--- src/rtl/seq_restoring_divider.sv ---
// Sequential restoring divider: one quotient bit per clock, start/busy/done handshake.
// Optional reconstruction self-check is enabled by defining DIV_SELFCHECK_EN.
module seq_restoring_divider #(
    parameter int DIVIDEND_W = 8,
    parameter int DIVISOR_W  = 4
) (
    input  logic                  clk,
    input  logic                  rst,
    input  logic                  start,
    input  logic [DIVIDEND_W-1:0] dividend,
    input  logic [DIVISOR_W-1:0]  divisor,
    output logic                  busy,
    output logic                  done,
    output logic [DIVIDEND_W-1:0] quotient,
    output logic [DIVISOR_W-1:0]  remainder,
    output logic                  div_by_zero,
    output logic                  check_err
);

    localparam int CNT_W  = (DIVIDEND_W > 1) ? $clog2(DIVIDEND_W) : 1;
    localparam int PR_W   = DIVISOR_W + 1;
    localparam int PROD_W = DIVIDEND_W + DIVISOR_W;

    typedef enum logic [1:0] {
        S_IDLE = 2'd0,
        S_CALC = 2'd1,
        S_DONE = 2'd2
    } state_e;

    state_e                state_q, state_d;
    logic [CNT_W-1:0]      cnt_q, cnt_d;
    logic [PR_W-1:0]       pr_q, pr_d;
    logic [DIVIDEND_W-1:0] acc_q, acc_d;
    logic [DIVIDEND_W-1:0] dvd_q, dvd_d;
    logic [DIVISOR_W-1:0]  dvs_q, dvs_d;
    logic [DIVIDEND_W-1:0] quo_q, quo_d;
    logic [DIVISOR_W-1:0]  rem_q, rem_d;
    logic                  dbz_q, dbz_d;

    logic                  accept;
    logic [PR_W-1:0]       pr_shift;
    logic [PR_W-1:0]       pr_step;
    logic                  fits;
    logic [DIVIDEND_W-1:0] acc_step;
    logic                  recon_bad;

    assign accept = start && ((state_q == S_IDLE) || (state_q == S_DONE));

    // One restoring step: shift in the next dividend bit, subtract if it fits.
    always_comb begin
        pr_shift = {pr_q[DIVISOR_W-1:0], dvd_q[cnt_q]};
        fits     = (pr_shift >= {1'b0, dvs_q});
        pr_step  = fits ? (pr_shift - {1'b0, dvs_q}) : pr_shift;
        acc_step = acc_q;
        acc_step[cnt_q] = fits;
    end

`ifdef DIV_SELFCHECK_EN
    logic [PROD_W-1:0] recon;
    logic              chk_q, chk_d;

    // Rebuild the dividend from the final quotient/remainder about to be loaded.
    always_comb begin
        recon     = PROD_W'(acc_step) * PROD_W'(dvs_q) + PROD_W'(pr_step[DIVISOR_W-1:0]);
        recon_bad = (recon != PROD_W'(dvd_q));
    end

    always_ff @(posedge clk or posedge rst) begin
        if (rst) begin
            chk_q <= 1'b0;
        end else begin
            chk_q <= chk_d;
        end
    end

    always_comb begin
        chk_d = 1'b0;
        if ((state_q == S_CALC) && (cnt_q == '0)) begin
            chk_d = recon_bad;
        end
    end

    assign check_err = chk_q;
`else
    assign recon_bad = 1'b0;
    assign check_err = 1'b0;
`endif

    always_ff @(posedge clk or posedge rst) begin
        if (rst) begin
            state_q <= S_IDLE;
            cnt_q   <= '0;
            pr_q    <= '0;
            acc_q   <= '0;
            dvd_q   <= '0;
            dvs_q   <= '0;
            quo_q   <= '0;
            rem_q   <= '0;
            dbz_q   <= 1'b0;
        end else begin
            state_q <= state_d;
            cnt_q   <= cnt_d;
            pr_q    <= pr_d;
            acc_q   <= acc_d;
            dvd_q   <= dvd_d;
            dvs_q   <= dvs_d;
            quo_q   <= quo_d;
            rem_q   <= rem_d;
            dbz_q   <= dbz_d;
        end
    end

    always_comb begin
        state_d = state_q;
        cnt_d   = cnt_q;
        pr_d    = pr_q;
        acc_d   = acc_q;
        dvd_d   = dvd_q;
        dvs_d   = dvs_q;
        quo_d   = quo_q;
        rem_d   = rem_q;
        dbz_d   = dbz_q;

        case (state_q)
            S_IDLE, S_DONE: begin
                state_d = S_IDLE;
                if (accept) begin
                    dvd_d = dividend;
                    dvs_d = divisor;
                    if (divisor != '0) begin
                        pr_d    = '0;
                        acc_d   = '0;
                        cnt_d   = CNT_W'(DIVIDEND_W - 1);
                        state_d = S_CALC;
                    end else begin
                        // Divide by zero short-circuits straight to a result.
                        quo_d   = '1;
                        rem_d   = '0;
                        dbz_d   = 1'b1;
                        state_d = S_DONE;
                    end
                end
            end
            S_CALC: begin
                pr_d  = pr_step;
                acc_d = acc_step;
                cnt_d = cnt_q - 1'b1;
                if (cnt_q == '0) begin
                    cnt_d   = '0;
                    quo_d   = acc_step;
                    rem_d   = pr_step[DIVISOR_W-1:0];
                    dbz_d   = 1'b0;
                    state_d = S_DONE;
                end
            end
            default: begin
                state_d = S_IDLE;
            end
        endcase
    end

    assign busy        = (state_q == S_CALC);
    assign done        = (state_q == S_DONE);
    assign quotient    = quo_q;
    assign remainder   = rem_q;
    assign div_by_zero = dbz_q;

endmodule

--- config.mk ---
export PLATFORM = sky130hd
export DESIGN_NAME = seq_restoring_divider
export DESIGN_NICKNAME = d
export VERILOG_FILES = /design/src/rtl/seq_restoring_divider.sv
export SDC_FILE = /design/constraint.sdc
export NUM_CORES = 1
export LEC_CHECK = 0
export BUFFER_PORTS_ARGS = -buffer_cell sky130_fd_sc_hd__buf_2
export CAP_MARGIN = 20
export CORE_AREA = 2 2 84 86
export CTS_BUF_LIST = sky130_fd_sc_hd__clkbuf_4
export DETAILED_ROUTE_END_ITERATION = 10
export DIE_AREA = 0 0 86 88
export MAX_ROUTING_LAYER = met4
export SYNTH_ARGS = -nofsm -noshare
export SYNTH_HDL_FRONTEND = slang
export SYNTH_SLANG_ARGS = --single-unit
--- constraint.sdc ---
create_clock -name clk -period 2.5 [get_ports clk]
set_input_delay 0.625 -clock clk [delete_from_list [all_inputs] [get_ports clk]]
set_output_delay 0.625 -clock clk [all_outputs]
set_load 0.05 [all_outputs]
==> run metrics <==
status complete, no violations; multi-input combinational cell area 962 um2; CP dominant cell by count buf_4; final worst path period need 2.34 ns; via count 1577; initial drt markers 57; CP Class register to register; Yosys reg bits 42; Synth top area share 50.1%; final-report hold violation count 0; area share of and/or/nand/nor cells after synthesis 13.2%; total gr overflow 0; Tightest Hold Check Type primary input to async pin; Final nets 257; reg2reg setup slack 0.16 ns; Post-Syn Nets 220; Worst R2R Start cnt_q[2]; dpl cell area 2360 um2; Worst-Skew Late Latency 0.35 ns; Storage cell area 1050 um2; CP max-delay cell dfrtp_1; largest cells by area after synthesis dfrtp_1, mux2_2, nand2_1, ha_1, a22o_1; DR vias/cell 5.01; DRC violations left 0; Synth Warn # 0; diode count 0; # fillers 662; Die Height 88 um; CTS tree yes; Die Span X 86 um; Post-synth EDFFs 0; CTS buffer count 5; antenna-violating nets left 0; Clock Skews 0.00812 ns; r2r endpoint remainder[1]; sequential area share after synthesis 50.1%; Rows 30; crit path max fanout 7; Post-Synth Adder-Cell Area 4.54%; post-synthesis mux area share 8.42%; maxcap violations 0; Post-Syn Area 2100 um2; core area 6640 um2; Die Area 7570 um2; # hold bufs at CTS 0; Slew Limit Fails 0; arrival time worst endpoint 2.57 ns; drt first pass iters 4; vias in the first global route 1496; share of layout cells above drive strength 1 29.8%; Post-Synth XOR/XNOR Area 0.418%; Ports 31; initial core utilization 31.5%; # H-tree levels 2; Gate Count Post-Synth 198; final instance count without filler cells 315; Synth Area in Compound Gates 18.6%; Synth Flop Type dfrtp_1; first-pass GRT wire length 7.69 mm; placed cells 307; Worst-Margin Slew 0.533 ns; element type at the critical path end register; CP Launch Type register; clk buf depth 2; RD Place Congestion 0.765; main combinational cell family by area after synthesis compound AO/OA/AOI/OAI gates; largest net degree at the start of global routing 43; ys async rst share 100%; slowest stage delay, CP 0.42 ns; Final setup viols 0; Relative slew margins 64.5%; Reg clk slew, reported paths 0.12 ns; Worst EP required 2.73 ns; Mean Syn Cell Area 10.6 um2; Tcrit/Tclk final 93.7%; cell chain of the critical path buf_4 > o32ai_1 > a21oi_2 > ha_1 > nor2b_1 > o21ai_2 > a21boi_2 > buf_4 > mux2i_1 > o21ai_1; final wirelength 4.53 mm; input/output buffers 29; Achievable Freq 0.427 GHz; drt wl/cell 14.4 um; Area growth syn-to-layout 15.9%; Root Buffer clkbuf_4; Unique masters post-synth 45; clock sink count 42; GRT Overall Usage 13.7%; DP Wirelength 3.33 mm; antenna violations before repair 0; post-route cell area 2430 um2; Reg2Reg Depth 10; leading area contributor after synthesis dfrtp_1
kinds of logic (layout without fill, tap and decap cells):
family                     Yosys count  count (layout)
AOI/OAI and AO/OA                   57              57
xor gates and xnor gates             1               1
adders and majority gates            7               7
buffers and inverters               20              57
DFF                                 42              42
muxes                               16              16
other                                1               1
and+or+nand+nor                     54              54
what timing repair did:
action | 4_1_cts | 5_1_grt
setup endpoints to repair | 0 | 11
gates resized for setup | 0 | 4
buffers inserted | 0 | 1
per-layer routing:
layer  share of wire (%)  GRT usage, %  wire (um)
met5                   0             -          0
met4                 1.0          3.90         46
met3                 4.0          2.92        179
met2                  43          19.8       1940
met1                  52          19.4       2360
worst max path at each step:
stage,cells after the start,slack (ns),start,end
5_1_grt,11,-0.01,cnt_q[2],remainder[2]
4_1_cts,10,0.08,cnt_q[1],remainder[1]
3_3_place_gp,10,0.19,cnt_q[2],remainder[3]
3_5_place_dp,9,0.11,cnt_q[1],remainder[3]
6_report,10,0.16,cnt_q[2],remainder[1]
2_1_floorplan,9,0.29,cnt_q[1],remainder[3]
sequential cells by signal (all words and copies together) (netlist names):
signal,count
state_q,2
dvd_q,8
cnt_q,3
pr_q,4
acc_q,8
remainder,4
dvs_q,4
div_by_zero,1
quotient,8
cell type report:
class,count,share of cell area (%)
clock buffer,7,2.16
inverter,11,1.70
tap,80,4.12
multi-input combinational,136,39.6
timing repair buffer,39,9.07
sequential,42,43.3
critical path, delay by kind of cell (launching register included):
family | cells | cell delay, ns
compound gates | 5 | 0.77
buf+inv | 2 | 0.34
flops | 1 | 0.42
mux | 1 | 0.24
fa+ha+maj | 1 | 0.31
simple gates | 1 | 0.16
cells in the mapped netlist (2+ instances only):
cell type / count
dfrtp_1: 42
nand2_1: 24
nor2_1: 12
o21ai_0: 12
inv_1: 9
mux2_2: 9
a21oi_1: 8
a22o_1: 7
o22a_1: 7
buf_2: 6
ha_1: 6
mux2i_1: 6
o21ai_1: 6
nand3b_1: 3
nor2b_1: 3
o211ai_1: 3
a21oi_2: 2
inv_2: 2
nand2b_1: 2
nor3b_1: 2
o21a_1: 2
o22ai_1: 2
cell usage in the layout (no fill, tap or decap), types with 7 or more instances in the layout:
cell type  count
inv_1          9
buf_4         10
mux2_2         9
dfrtp_1       41
nor2_1        12
o21ai_0       12
a21oi_1        7
nand2_1       24
buf_2         29
a22o_1         7
o22a_1         7
clkbuf_4       7
stage by stage:
step	worst slack, ns	utilization (%)	TNS (ns)	hold WS, ns
final	0.157	36.6	0	0.383
after global routing	-0.0147	36.6	-0.0292	0.445
after CTS	0.0835	36.3	0	0.397
after detailed placement	0.108	35.5	0	0.471
after global placement	0.195	35.5	0	0.465
after floorplan	0.293	-	0	0.456
Power is not shown: default switching activity piles up to over one toggle a cycle in this logic, so the estimate is an artifact.
